File: src/rtl/mac_rr_sched.sv
// Round-robin scheduler sharing one integer MAC between two dot-product requesters.
// Clears the MAC, feeds one operand pair at a time and returns the MAC result per job.
module mac_rr_sched #(
  parameter int unsigned LEN_W = 8,
  parameter int unsigned TMO   = 16
) (
  input  logic               clk,
  input  logic               reset,
  input  logic [1:0]         req_start,
  input  logic [2*LEN_W-1:0] req_len,
  input  logic [1:0]         op_vld,
  input  logic [15:0]        op_a,
  input  logic [15:0]        op_b,
  output logic [1:0]         op_rdy,
  output logic [1:0]         gnt,
  output logic [1:0]         res_vld,
  output logic [15:0]        res_y,
  output logic               res_ovf,
  output logic               res_err,
  output logic               mac_clr,
  output logic               mac_valid,
  output logic [7:0]         mac_a,
  output logic [7:0]         mac_b,
  input  logic [15:0]        mac_y,
  input  logic               mac_overflow,
  input  logic               mac_done
);

  localparam logic [2:0] IDLE   = 3'd0;
  localparam logic [2:0] CLEAR  = 3'd1;
  localparam logic [2:0] FEED   = 3'd2;
  localparam logic [2:0] WAIT   = 3'd3;
  localparam logic [2:0] RESULT = 3'd4;

  localparam int unsigned TMO_W = $clog2(TMO + 1);

  logic [2:0]       state_q, state_d;
  logic             id_q, id_d;
  logic [LEN_W-1:0] len_q, len_d;
  logic [LEN_W-1:0] cnt_q, cnt_d;
  logic [TMO_W-1:0] tmo_q, tmo_d;
  logic             ovf_q, ovf_d;
  logic             rr_last_q, rr_last_d;
  logic [15:0]      res_y_q, res_y_d;
  logic             res_ovf_q, res_ovf_d;
  logic             res_err_q, res_err_d;
  logic             mac_valid_q, mac_valid_d;
  logic [7:0]       mac_a_q, mac_a_d;
  logic [7:0]       mac_b_q, mac_b_d;

  logic             pick_id;
  logic [LEN_W-1:0] pick_len;
  logic [1:0]       id_onehot;

  // On a tie the requester that was not served last wins.
  assign pick_id   = (req_start == 2'b11) ? ~rr_last_q : req_start[1];
  assign pick_len  = pick_id ? req_len[2*LEN_W-1:LEN_W] : req_len[LEN_W-1:0];
  assign id_onehot = {id_q, ~id_q};

  always_comb begin
    state_d     = state_q;
    id_d        = id_q;
    len_d       = len_q;
    cnt_d       = cnt_q;
    tmo_d       = tmo_q;
    ovf_d       = ovf_q;
    rr_last_d   = rr_last_q;
    res_y_d     = res_y_q;
    res_ovf_d   = res_ovf_q;
    res_err_d   = res_err_q;
    mac_valid_d = 1'b0;
    mac_a_d     = mac_a_q;
    mac_b_d     = mac_b_q;

    case (state_q)
      IDLE: begin
        if (|req_start) begin
          id_d  = pick_id;
          len_d = pick_len;
          ovf_d = 1'b0;
          if (pick_len == '0) begin
            res_y_d   = 16'd0;
            res_ovf_d = 1'b0;
            res_err_d = 1'b0;
            state_d   = RESULT;
          end else begin
            state_d = CLEAR;
          end
        end
      end
      CLEAR: begin
        cnt_d   = '0;
        state_d = FEED;
      end
      FEED: begin
        if (op_vld[id_q]) begin
          mac_a_d     = id_q ? op_a[15:8] : op_a[7:0];
          mac_b_d     = id_q ? op_b[15:8] : op_b[7:0];
          mac_valid_d = 1'b1;
          cnt_d       = cnt_q + LEN_W'(1);
          tmo_d       = '0;
          state_d     = WAIT;
        end
      end
      WAIT: begin
        // A done arriving on the timeout cycle still counts as success.
        if (mac_done) begin
          ovf_d = ovf_q | mac_overflow;
          if (cnt_q == len_q) begin
            res_y_d   = mac_y;
            res_ovf_d = ovf_q | mac_overflow;
            res_err_d = 1'b0;
            state_d   = RESULT;
          end else begin
            state_d = FEED;
          end
        end else if (tmo_q == TMO_W'(TMO - 1)) begin
          res_y_d   = mac_y;
          res_ovf_d = ovf_q;
          res_err_d = 1'b1;
          state_d   = RESULT;
        end else begin
          tmo_d = tmo_q + TMO_W'(1);
        end
      end
      RESULT: begin
        rr_last_d = id_q;
        state_d   = IDLE;
      end
      default: state_d = IDLE;
    endcase
  end

  always_ff @(posedge clk) begin
    if (!reset) begin
      state_q     <= IDLE;
      id_q        <= 1'b0;
      len_q       <= '0;
      cnt_q       <= '0;
      tmo_q       <= '0;
      ovf_q       <= 1'b0;
      rr_last_q   <= 1'b1;
      res_y_q     <= 16'd0;
      res_ovf_q   <= 1'b0;
      res_err_q   <= 1'b0;
      mac_valid_q <= 1'b0;
      mac_a_q     <= 8'd0;
      mac_b_q     <= 8'd0;
    end else begin
      state_q     <= state_d;
      id_q        <= id_d;
      len_q       <= len_d;
      cnt_q       <= cnt_d;
      tmo_q       <= tmo_d;
      ovf_q       <= ovf_d;
      rr_last_q   <= rr_last_d;
      res_y_q     <= res_y_d;
      res_ovf_q   <= res_ovf_d;
      res_err_q   <= res_err_d;
      mac_valid_q <= mac_valid_d;
      mac_a_q     <= mac_a_d;
      mac_b_q     <= mac_b_d;
    end
  end

  assign op_rdy    = (state_q == FEED) ? id_onehot : 2'b00;
  assign gnt       = (state_q != IDLE) ? id_onehot : 2'b00;
  assign res_vld   = (state_q == RESULT) ? id_onehot : 2'b00;
  assign mac_clr   = (state_q == CLEAR);
  assign mac_valid = mac_valid_q;
  assign mac_a     = mac_a_q;
  assign mac_b     = mac_b_q;
  assign res_y     = res_y_q;
  assign res_ovf   = res_ovf_q;
  assign res_err   = res_err_q;

endmodule

File: config.mk
export PLATFORM = sky130hd
export DESIGN_NAME = mac_rr_sched
export DESIGN_NICKNAME = d
export VERILOG_FILES = /design/src/rtl/mac_rr_sched.sv
export SDC_FILE = /design/constraint.sdc
export NUM_CORES = 1
export LEC_CHECK = 0
export ABC_CLOCK_PERIOD_IN_PS = 5400
export CORE_UTILIZATION = 35
export CTS_CLUSTER_DIAMETER = 60
export DETAILED_ROUTE_END_ITERATION = 8
export HOLD_SLACK_MARGIN = 0.03
export MAX_ROUTING_LAYER = met4
export PLACE_DENSITY = 0.67
export SYNTH_ARGS = -nofsm -noshare
export SYNTH_HDL_FRONTEND = slang
export SYNTH_SLANG_ARGS = --single-unit
File: constraint.sdc
create_clock -name clk -period 5.4 [get_ports clk]
set_input_delay 0.54 -clock clk [delete_from_list [all_inputs] [get_ports clk]]
set_output_delay 0.54 -clock clk [all_outputs]
set_load 0.005 [all_outputs]
==> flow_summary.yaml <==
clock_network:
  cts_tree: "built"
  cts_resized: 0
  clock_latency_ns: 0.33
  cts_setup_buffers: 0
  h-tree-depth: 3
  clockBufferDepth: 2
  numCtsBuffers: 9
  clk_pin_slew_ns: 0.06
  hold_buffers: 0
  root_buffer: "clkbuf_8"
  clock-sinks: 62
placed_design:
  portBuffers: 113
  dpl.hpwl_um: 5160
  dp_slack_ns: 1.87
  place_inst: 517
  gp_congestion: 0.778
critical_path:
  crit_required_ns: 5.63
  crit_arrival_ns: 3.34
  cp_max_fo: 37
  cp-start-kind: "input pin"
  worstSetupEndpointType: "flip-flop"
  crit_type: "input pin to flip-flop"
yosys:
  netlist_top_cells_area: "dfxtp_1 (43%), mux2i_1 (15%), a211oi_1 (6.2%)"
  synth_seq_area_share_pct: 42.8
  synth.avg_cell_area_um2: 9.00
  yosys_warnings: 0
  synth.largest_area_cell: "dfxtp_1"
  netlist_instances: 322
  synth_ff_type: "dfxtp_1"
  synth_edf_count: 0
  synth_cell_types: 41
  synth-seq-cells: 62
  async_reset_ff_share_pct: 0
  syn-cell-area_um2: 2900
  synth_nets: 397
  synth_top_area_share_pct: 42.8
sta:
  worst_slew_pin_slew_ns: 1.20
  slew_headroom_pct: 19.6
  clock.fmax_mhz: 322
  setup_viol: 0
  finalMaxSlewViolations: 0
  skew_ns: 0.00702
  rsz0062_at_grt: "false"
  setup_slack_ns: 2.29
  period_minus_slack_ns: 3.11
  hold_violations: 0
  setup_tns_ns: 0
  fin_crit_sh_pct: 57.5
detailed_routing:
  vias_per_cell: 4.85
  drt_iter0_markers: 118
  vias: 2575
  first_pass_iters: 4
  wl_per_cell_um: 13.2
  wirelength_um: 7010
  drc: 0
  ant_nets: 0
finish:
  diodes: 0
  nets: 501
  final_cells: 531
  post-route-util_pct: 53.4
  drive_gt1_share_pct: 4.66
  area_delta_synth_final_pct: 45.3
global_route:
  grt_max_degree: 38
  grt_overflow_total: 0
  track_usage_pct: 17.3
  grt_pass1_wl_um: 11400
  antenna_found_initial: 0
  first_global_vias: 2445
floorplanning:
  rows: 32
  dieArea_um2: 8650
  io_pins: 114
  die_h_um: 93.0
  die_x_um: 93.0
  core_um2: 7890
  initial_core_util_pct: 36.8
run_status:
  status: "completed"
power:
  power_leakage_nw: 1.50
  powerDensity_nw_per_um2: 306
  ir_worst_vdd_uv: 119
min_path:
  hold_path.class: "flip-flop to flip-flop"
flow_run:
  drv_cap: 0
-- state kept, by name (all words and copies together), names as in the netlist --
register / flops
mac_valid: 1
len_q: 8
res_y: 16
mac_a: 8
mac_b: 8
tmo_q: 5
res_err: 1
cnt_q: 8
state_q: 3
id_q: 1
res_ovf: 1
rr_last_q: 1
ovf_q: 1
-- layer usage --
layer | track usage [%] | part of all wire [%] | up-vias
met4 | 5.77 | 0.66 | 0
met1 | 22.2 | 49 | 1119
li1 | - | - | 1336
met3 | 6.59 | 9.1 | 9
met2 | 24.8 | 41 | 111
met5 | - | 0 | -
-- Yosys cell counts (all sizes together), types with 4 or more instances --
cell,instances
nand4,4
a211oi,24
clkbuf,9
nor3,5
and2,4
o21ai,6
xnor2,14
a21oi,6
mux2i,43
nand3,6
nor2,44
nor4,7
nand2,45
buf,12
nor2b,4
dfxtp,62
-- where the power goes --
group / total (W) / internal [W] / switching, W
clock: 0.000336 / 0.000173 / 0.000164
sequential: 0.000560 / 0.000505 / 0.0000553
combinational: 0.000392 / 0.000216 / 0.000176
total: 0.00129 / 0.000893 / 0.000395
-- final timing paths --
kind | from | endpoint | slack [ns] | cells after the start
setup / recovery | reset | res_ovf | 2.29 | 5
hold / removal | tmo_q[4] | tmo_q[4] | 0.45 | 2
setup reg to reg | id_q | tmo_q[4] | 2.39 | 5
hold reg to reg | tmo_q[4] | tmo_q[4] | 0.45 | 2
-- stage by stage --
stage	total power [W]	cell area [um^2]	hold WS, ns
after floorplan	0.000815	2900	0.432
after global placement	0.000960	4060	0.438
after detailed placement	0.000965	4060	0.444
after CTS	0.00130	4210	0.453
after global routing	0.00137	4210	0.470
final	0.00129	4210	0.453
-- critical path: stages --
cell             delay (ns)
clkdlybuf4s50_1        0.98
inv_2                  0.48
nor2_1                 0.92
o21ai_0                0.21
mux2i_1                0.19
-- kinds of logic (layout without fill, tap and decap cells) --
logic type      Yosys count  after routing  synth area share (%)
simple gates            128            128                  20.8
flops                    62             62                  42.8
compound gates           46             46                  11.0
mux                      44             44                  15.2
buf+inv                  23            130                  3.97
xor+xnor                 16             16                  4.83
fa+ha+maj                 3              3                  1.29
-- layout by cell type (no fill, tap or decap), types with 2 or more instances in the layout --
cell and n:
a211oi_1 24, a21boi_1 2, a21oi_1 6, and2_1 4, and3_1 2, clkbuf_1 2
clkbuf_8 10, clkdlybuf4s50_1 113, clkinv_2 2, dfxtp_1 62, ha_1 3, mux2i_1 43
nand2_1 45, nand3_1 6, nand4_1 4, nor2_1 43, nor2b_1 4, nor3_1 3
nor3_4 2, nor4_1 7, o211ai_1 3, o21ai_0 4, o21ai_1 2, or3_1 2
xnor2_1 14, xor2_1 2
-- area by class of cell --
cell class / instances / area (um^2)
Clock buffer: 12 / 145
Clock inverter: 2 / 10.0
Fill cell: 737 / 3670
Inverter: 2 / 7.51
Multi-Input combinational cell: 237 / 1540
Sequential cell: 62 / 1240
Tap cell: 102 / 128
Timing Repair Buffer: 114 / 1140
No activity file was read; power rests on OpenSTA's default activity.
